--- src/rtl/regfile_wb_arbiter.sv ---
// Two-source writeback arbiter feeding the register file write port.
// One-entry writeback stage doubles as the operand bypass.
module regfile_wb_arbiter #(
    parameter int unsigned STARVE_LIMIT = 4,
    parameter int unsigned XLEN         = 64
) (
    input  logic            clk,
    input  logic            rst,
    input  logic            a_valid,
    input  logic [4:0]      a_rd,
    input  logic [XLEN-1:0] a_data,
    output logic            a_ready,
    input  logic            b_valid,
    input  logic [4:0]      b_rd,
    input  logic [XLEN-1:0] b_data,
    output logic            b_ready,
    output logic            rf_write_enable,
    output logic [4:0]      rf_rd,
    output logic [XLEN-1:0] rf_write_data,
    output logic            fwd_valid,
    output logic [4:0]      fwd_rd,
    output logic [XLEN-1:0] fwd_data,
    output logic            b_boosted
);

    typedef enum logic {
        NORMAL,
        BOOST_B
    } state_t;

    localparam logic [3:0] LIMIT = 4'(STARVE_LIMIT);

    state_t          state;
    state_t          state_nx;
    logic [3:0]      starve_cnt;
    logic [3:0]      cnt_nx;
    logic            a_fire;
    logic            b_fire;
    logic            g_fire;
    logic [4:0]      g_rd;
    logic [XLEN-1:0] g_data;

    always_comb begin
        a_ready = 1'b0;
        b_ready = 1'b0;
        if (!rst) begin
            unique case (state)
                NORMAL: begin
                    a_ready = a_valid;
                    b_ready = b_valid && !a_valid;
                end
                BOOST_B: begin
                    b_ready = b_valid;
                    a_ready = a_valid && !b_valid;
                end
                default: begin
                    a_ready = 1'b0;
                    b_ready = 1'b0;
                end
            endcase
        end
    end

    assign a_fire = a_valid && a_ready;
    assign b_fire = b_valid && b_ready;
    assign g_fire = a_fire || b_fire;
    assign g_rd   = b_fire ? b_rd : a_rd;
    assign g_data = b_fire ? b_data : a_data;

    // Boost is entered on the same edge the counter reaches the limit.
    always_comb begin
        cnt_nx   = starve_cnt;
        state_nx = state;
        if (b_fire) begin
            cnt_nx   = 4'd0;
            state_nx = NORMAL;
        end else if (b_valid && starve_cnt < LIMIT) begin
            cnt_nx = starve_cnt + 4'd1;
        end
        if (!b_fire && state == NORMAL && cnt_nx == LIMIT) begin
            state_nx = BOOST_B;
        end
    end

    always_ff @(posedge clk) begin
        if (rst) begin
            state      <= NORMAL;
            starve_cnt <= 4'd0;
        end else begin
            state      <= state_nx;
            starve_cnt <= cnt_nx;
        end
    end

    always_ff @(posedge clk) begin
        if (rst) begin
            rf_write_enable <= 1'b0;
            rf_rd           <= 5'd0;
            rf_write_data   <= '0;
        end else begin
            rf_write_enable <= g_fire && (g_rd != 5'd0);
            if (g_fire) begin
                rf_rd         <= g_rd;
                rf_write_data <= g_data;
            end
        end
    end

    assign fwd_valid = rf_write_enable;
    assign fwd_rd    = rf_rd;
    assign fwd_data  = rf_write_data;
    assign b_boosted = (state == BOOST_B);

endmodule

--- config.mk ---
export PLATFORM = sky130hd
export DESIGN_NAME = regfile_wb_arbiter
export DESIGN_NICKNAME = d
export VERILOG_FILES = /design/src/rtl/regfile_wb_arbiter.sv
export SDC_FILE = /design/constraint.sdc
export NUM_CORES = 1
export LEC_CHECK = 0
export CAP_MARGIN = 20
export CORE_MARGIN = 4
export CORE_UTILIZATION = 34
export DETAILED_ROUTE_END_ITERATION = 16
export PLACE_DENSITY = 0.82
export SETUP_SLACK_MARGIN = 0.2
export SKIP_CTS_REPAIR_TIMING = 1
export SLEW_MARGIN = 20
export SYNTH_ARGS = -nofsm -noshare
export SYNTH_HDL_FRONTEND = slang
export SYNTH_SLANG_ARGS = --single-unit
export TNS_END_PERCENT = 1
--- constraint.sdc ---
create_clock -name clk -period 1.7 [get_ports clk]
set_input_delay 0.255 -clock clk [delete_from_list [all_inputs] [get_ports clk]]
set_output_delay 0.255 -clock clk [all_outputs]
set_load 0.01 [all_outputs]
==> metrics, run 1 <==
status finished, final reports clean; vias after detailed routing 3,574; CTS buffer count 9; layout-stage area growth over the synthesis result 74.6%; Max Clk Rate 632 MHz; power density cells 743 nW/um^2; leading area contributor after synthesis dfxtp_1; Synthesized Nets 494; Worst setup EP type output port; slew margin rel. 0.712; maximum number of pins on one net before global-route repair 65; combinational family with the most area after synthesis compound AO/OA/AOI/OAI gates; core occupancy in the finished layout 0.611; synthesized-area fraction occupied by adder cells 0.00344; number of I/O pins 285; portion of the post-synthesis area used by sequential elements 0.413; buffer depth of the longest clock path 2; Clock Sink Count 75; post-synthesis cell area 3630 um^2; Critical Path RT 1.44 ns; Port-buffer cells 284; Avg Inst Size Synth 10.3 um^2; post-synthesis sequential element count 75; number of buffers and inverters on the critical path 1; top cell type's share of synthesized area 0.413; global-route wire length before repair 20,900 um; data arrival at the endpoint of the critical path 1.33 ns; leftover overflow at the end of global routing 0; CTS tree yes; number of H-tree levels 3; number of iterations in the first detailed-routing pass 4; Routed WL per cell 19.1 um; worst setup path class reg -> out; number of global-route vias before repair 3,908; Yosys warning total 0; top cell types by occurrence after synthesis dfxtp_1, buf_4, a221o_1, and2_1, clkbuf_1; largest delay contributor family on the critical path buffers and inverters; fraction of the mapped netlist area in compound gates 0.226; area of the core 10,400 um^2; most used standard cell by instance count after synthesis dfxtp_1; Syn Inst Count 351; Post-synth top flop dfxtp_1; wire length reported by the detailed router 13,500 um; cell at the root of the clock tree clkbuf_8; multiplexer fraction of the synthesized cell area 0.00551; final HPWL from detailed placement 10,500 um; Hold Vio Cnt, Final 0; ranking of synthesized cells by area dfxtp_1, a221o_1, buf_4; share of the clock period used by the worst path 0.931; overall global routing resource usage 0.206; worst hold path type in -> reg; hold slack 0.358 ns; Die Y-Extent 111 um; post-route DRC violation count 0; Clock transition at path regs 0.08 ns; static power due to leakage 2.47 nW; worst-path cell with the longest stage delay clkdlybuf4s50_1; total die area 12,400 um^2; count of different cell masters after synthesis 29; total number of nets in the final design 710; list of cells traversed by the critical path clkdlybuf4s50_1; Worst-Margin Slew 0.432 ns; placement row count 37; number of diodes 0; synthesized-area fraction occupied by and/or/nand/nor cells 0.137; post-synthesis async set-or-reset flop share 0; routed via count divided by cell count 5.05; Post-synth EDFFs 0; Initial Utilization 0.350; final setup TNS 0 ns; DIE WIDTH 111 um; min cycle time layout 1.58 ns; CP Max Fanout 3; area share of xor/xnor cells in the synthesized design 0.00241; startpoint class of the critical path flop; clock latency of the later-clocked register in the worst-skew pair 0.33 ns; count of routing violations after the opening detailed-route iteration 199; final estimated routing congestion in global placement 0.869; Worst VDD drop 436 uV; final count of negative-setup-slack endpoints 0; post-route total power 4.71 mW; RSZ-0062 raised after global routing true; initial antenna violation count 0; max-cap violation count 0; share of cells above drive strength 1 0.0734; delay of the slowest cell on the worst path 0.61 ns; Worst Clk Skew 0.00723 ns; count of nets left with antenna violations after detail routing 0; Max Transition Viols Final 0
## layout make-up
cell class,instances,area [um^2]
fill,864,4030
timing repair buffer,301,3040
sequential,75,1500
multi-input combinational,175,1390
tap,136,170
clock buffer,13,169
clock inverter,3,45.0
inverter,5,23.8
## report_power, final
part / switching [mW] / internal, mW / total (mW) / leakage (nW)
Combinational: 0.432 / 0.832 / 1.26 / 1.75
Clock: 0.659 / 0.801 / 1.46 / 0.102
Sequential: 0.102 / 1.88 / 1.99 / 0.621
## flip-flops by register name, indices dropped and copies added (netlist names)
| register | cells |
|---|---|
| starve_cnt | 4 |
| fwd_data | 64 |
| fwd_valid | 1 |
| fwd_rd | 5 |
| b_boosted | 1 |
## final timing paths
kind	slack, ns	endpoint	depth (start not counted)	startpoint
min reg2reg	0.50	starve_cnt[3]$_SDFF_PP0_	2	starve_cnt[3]$_SDFF_PP0_
min	0.36	starve_cnt[2]$_SDFF_PP0_	4	b_valid
max	0.12	rf_write_data[58]	1	fwd_data[58]$_SDFFE_PP0P_
max reg2reg	0.24	fwd_data[2]$_SDFFE_PP0P_	6	b_boosted$_SDFFE_PP0P_
## per-layer routing
metal | part of all wire | wire length (um) | up-vias | global-route usage
met5 | 0 | 0 | - | 0
met1 | 0.37 | 5000 | 1685 | 0.224
met4 | 0.024 | 318 | 0 | 0.0738
met2 | 0.53 | 7100 | 208 | 0.382
li1 | - | - | 1649 | -
met3 | 0.081 | 1100 | 32 | 0.0576
## metrics by stage
stage          cells  setup slack, ns  cell area, um^2
5_1_grt          708           0.0749             6340
3_5_place_dp     692           -0.391             6090
4_1_cts          708           -0.397             6300
3_3_place_gp     692           -0.403             6090
2_1_floorplan    351            0.151             3630
6_report         708            0.118             6340
## cell usage in the layout, fill, tap and decap left out, drive strengths merged, types with 4 or more instances in the layout
cell type        n
inv              5
a221o           64
buf             19
clkdlybuf4s50  278
nor2             8
dlymetal6s2s     4
dfxtp           75
o2111ai          6
and2            65
a31oi            6
o31ai            5
clkbuf          13
o21ai            6
## logic make-up (layout without fill, tap and decap cells)
logic type               Yosys count  after routing
buffers and inverters            101            322
AO/OA/AOI/OAI                     90             90
AND/OR/NAND/NOR                   81             81
flip-flops                        75             75
multiplexers                       2              2
adder cells (fa/ha/maj)            1              1
XOR/XNOR                           1              1
(Power assumes the default switching activity.)
==> run 2: changes to the inputs <==
Settings changed: CORE_AREA set to 2 2 110 112, CORE_MARGIN 4 to not set, CORE_UTILIZATION 34 to not set, DIE_AREA set to 0 0 112 114, PLACE_DENSITY 0.82 to 0.77, TNS_END_PERCENT 1 to 5.
==> run 2 against run 1 <==
Maximum frequency is 0.93% higher; utilization is 6.5 points lower; non-clock buffer count is 1 higher; setup slack better by 0.015 ns; critical path type unchanged; highest routed layer unchanged.
==> metrics, run 2 (same netlist as run 1, synthesis figures left out) <==
Worst VDD drop 490 uV (+12%); worst hold path type in -> reg; slew margin rel. 0.735 (+0.0235); final setup TNS 0 ns (unchanged); total die area 12,800 um^2 (+3.0%); RSZ-0062 raised after global routing true; final estimated routing congestion in global placement 0.937 (+7.8%); Clock Sink Count 75 (unchanged); most common library cell in the layout ignoring fill and taps clkdlybuf4s50_1; final HPWL from detailed placement 9080 um (-13%); number of global-route vias before repair 3,689 (-5.6%); Critical Path RT 1.44 ns (about the same); final count of negative-setup-slack endpoints 0 (unchanged); initial antenna violation count 0 (unchanged); number of diodes 0 (unchanged); Max Transition Viols Final 0 (unchanged); smallest setup slack after layout 0.133 ns (+0.0145 ns); Clock transition at path regs 0.05 ns (-0.03 ns); overall global routing resource usage 0.180 (-0.0268); static power due to leakage 2.50 nW (+1.2%); share of the clock period used by the worst path 0.922 (-0.00853); core occupancy in the finished layout 0.547 (-0.0646); status finished, final reports clean; Routed WL per cell 16.8 um (-12%); multi-input logic area 1390 um^2 (+0.45%); # fillers 1,044 (+21%); Initial Utilization 0.310 (-0.0401); CTS tree yes; Die Y-Extent 114 um (+2.4%); CTS buffer count 9 (unchanged); global-route wire length before repair 18,300 um (-13%); hold slack 0.386 ns (+0.0283 ns); DIE WIDTH 112 um (+0.57%); startpoint class of the critical path flop; max-cap violation count 0 (unchanged); clock latency of the later-clocked register in the worst-skew pair 0.33 ns (about the same); number of flip-flops under the largest register name 64 (unchanged); wire length reported by the detailed router 12,100 um (-11%); cell at the root of the clock tree clkbuf_16; Worst-Margin Slew 0.397 ns (-0.0352 ns); count of routing violations after the opening detailed-route iteration 233 (+17%); data arrival at the endpoint of the critical path 1.31 ns (-0.02 ns); Worst Clk Skew 0.00490 ns (-0.00233 ns); Worst setup EP type output port; Port-buffer cells 284 (unchanged); buffer depth of the longest clock path 2 (unchanged); share of cells above drive strength 1 0.0717 (-0.00175); count of placed standard cells in the final layout, fillers left out 719 (+1.6%); layout-stage area growth over the synthesis result 76.3%; Hold Vio Cnt, Final 0 (unchanged); routed via count divided by cell count 4.91 (-2.7%); number of H-tree levels 3 (unchanged); count of nets left with antenna violations after detail routing 0 (unchanged); area occupied by registers 1500 um^2 (unchanged); area of the core 11,700 um^2 (+13%); most used cells in the layout excluding fill and tap cells clkdlybuf4s50_1, dfxtp_1, and2_1, a221o_1, buf_4; power density cells 801 nW/um^2 (+7.8%); worst setup path class reg -> out; number of iterations in the first detailed-routing pass 4 (unchanged); total number of nets in the final design 711 (+0.14%); placement row count 40 (+8.1%); Setup WS pre-CTS -0.408 ns (-0.0164 ns); CP Max Fanout 3 (unchanged); Max Clk Rate 638 MHz (+0.93%); number of I/O pins 285 (unchanged); leftover overflow at the end of global routing 0 (unchanged); vias after detailed routing 3,530 (-1.2%); maximum number of pins on one net before global-route repair 36 (-45%); min cycle time layout 1.57 ns (-0.0145 ns); post-route DRC violation count 0 (unchanged); Placed Cells 704 (+1.7%)
==> run 2: changes by cell type in the layout (fill, tap and decap cells not counted), moves of 2 or more <==
| cell | previous run | this run |
|---|---|---|
| buf_12 | 4 | 2 |
| buf_4 | 11 | 16 |
| buf_6 | 3 | 1 |
| clkbuf_16 | 0 | 9 |
| clkbuf_8 | 12 | 2 |
| clkinvlp_4 | 2 | 0 |
==> run 2: final cells by class <==
type | instances | share of cell area
well taps | 147 | 0.0287
repair buffers | 302 | 0.469
clock buffers | 13 | 0.0406
clock inverters | 2 | 0.00547
inverters | 5 | 0.00371
multi-input cells | 175 | 0.217
flip-flops and latches | 75 | 0.235
==> run 2: worst paths after layout <==
kind | slack, ns | from | cells after the start | endpoint
worst max-delay path | 0.13 | b_boosted$_SDFFE_PP0P_ | 4 | b_ready
worst min-delay path | 0.39 | b_valid | 4 | starve_cnt[2]$_SDFF_PP0_
worst max register to register | 0.17 | b_boosted$_SDFFE_PP0P_ | 5 | fwd_data[11]$_SDFFE_PP0P_
worst min register to register | 0.51 | starve_cnt[3]$_SDFF_PP0_ | 2 | starve_cnt[3]$_SDFF_PP0_
==> run 2: stage by stage <==
step	total power, mW	area (um^2)
after floorplan	2.54	3640
after global placement	3.23	6080
after detailed placement	3.26	6080
after CTS	5.18	6380
after global routing	5.34	6400
final	5.13	6400
==> run 2: report_power, final <==
| group | switching (mW) | internal, mW |
|---|---|---|
| Clock | 0.695 | 1.21 |
| Sequential | 0.102 | 1.89 |
| Combinational | 0.413 | 0.826 |
==> run 2: worst max-delay path: stages (launching register included) <==
cell and delay, ns:
dfxtp_2 0.35, nor2b_4 0.04, or3_4 0.39, inv_6 0.07, clkbuf_2 0.12
==> run 2: per-layer routing <==
metal / track usage / routed length, um / up-vias
met1: 0.198 / 4790 / 1687
met4: 0.0715 / 215 / 0
li1: - / - / 1648
met2: 0.327 / 6200 / 176
met5: 0 / 0 / -
met3: 0.0505 / 842 / 19
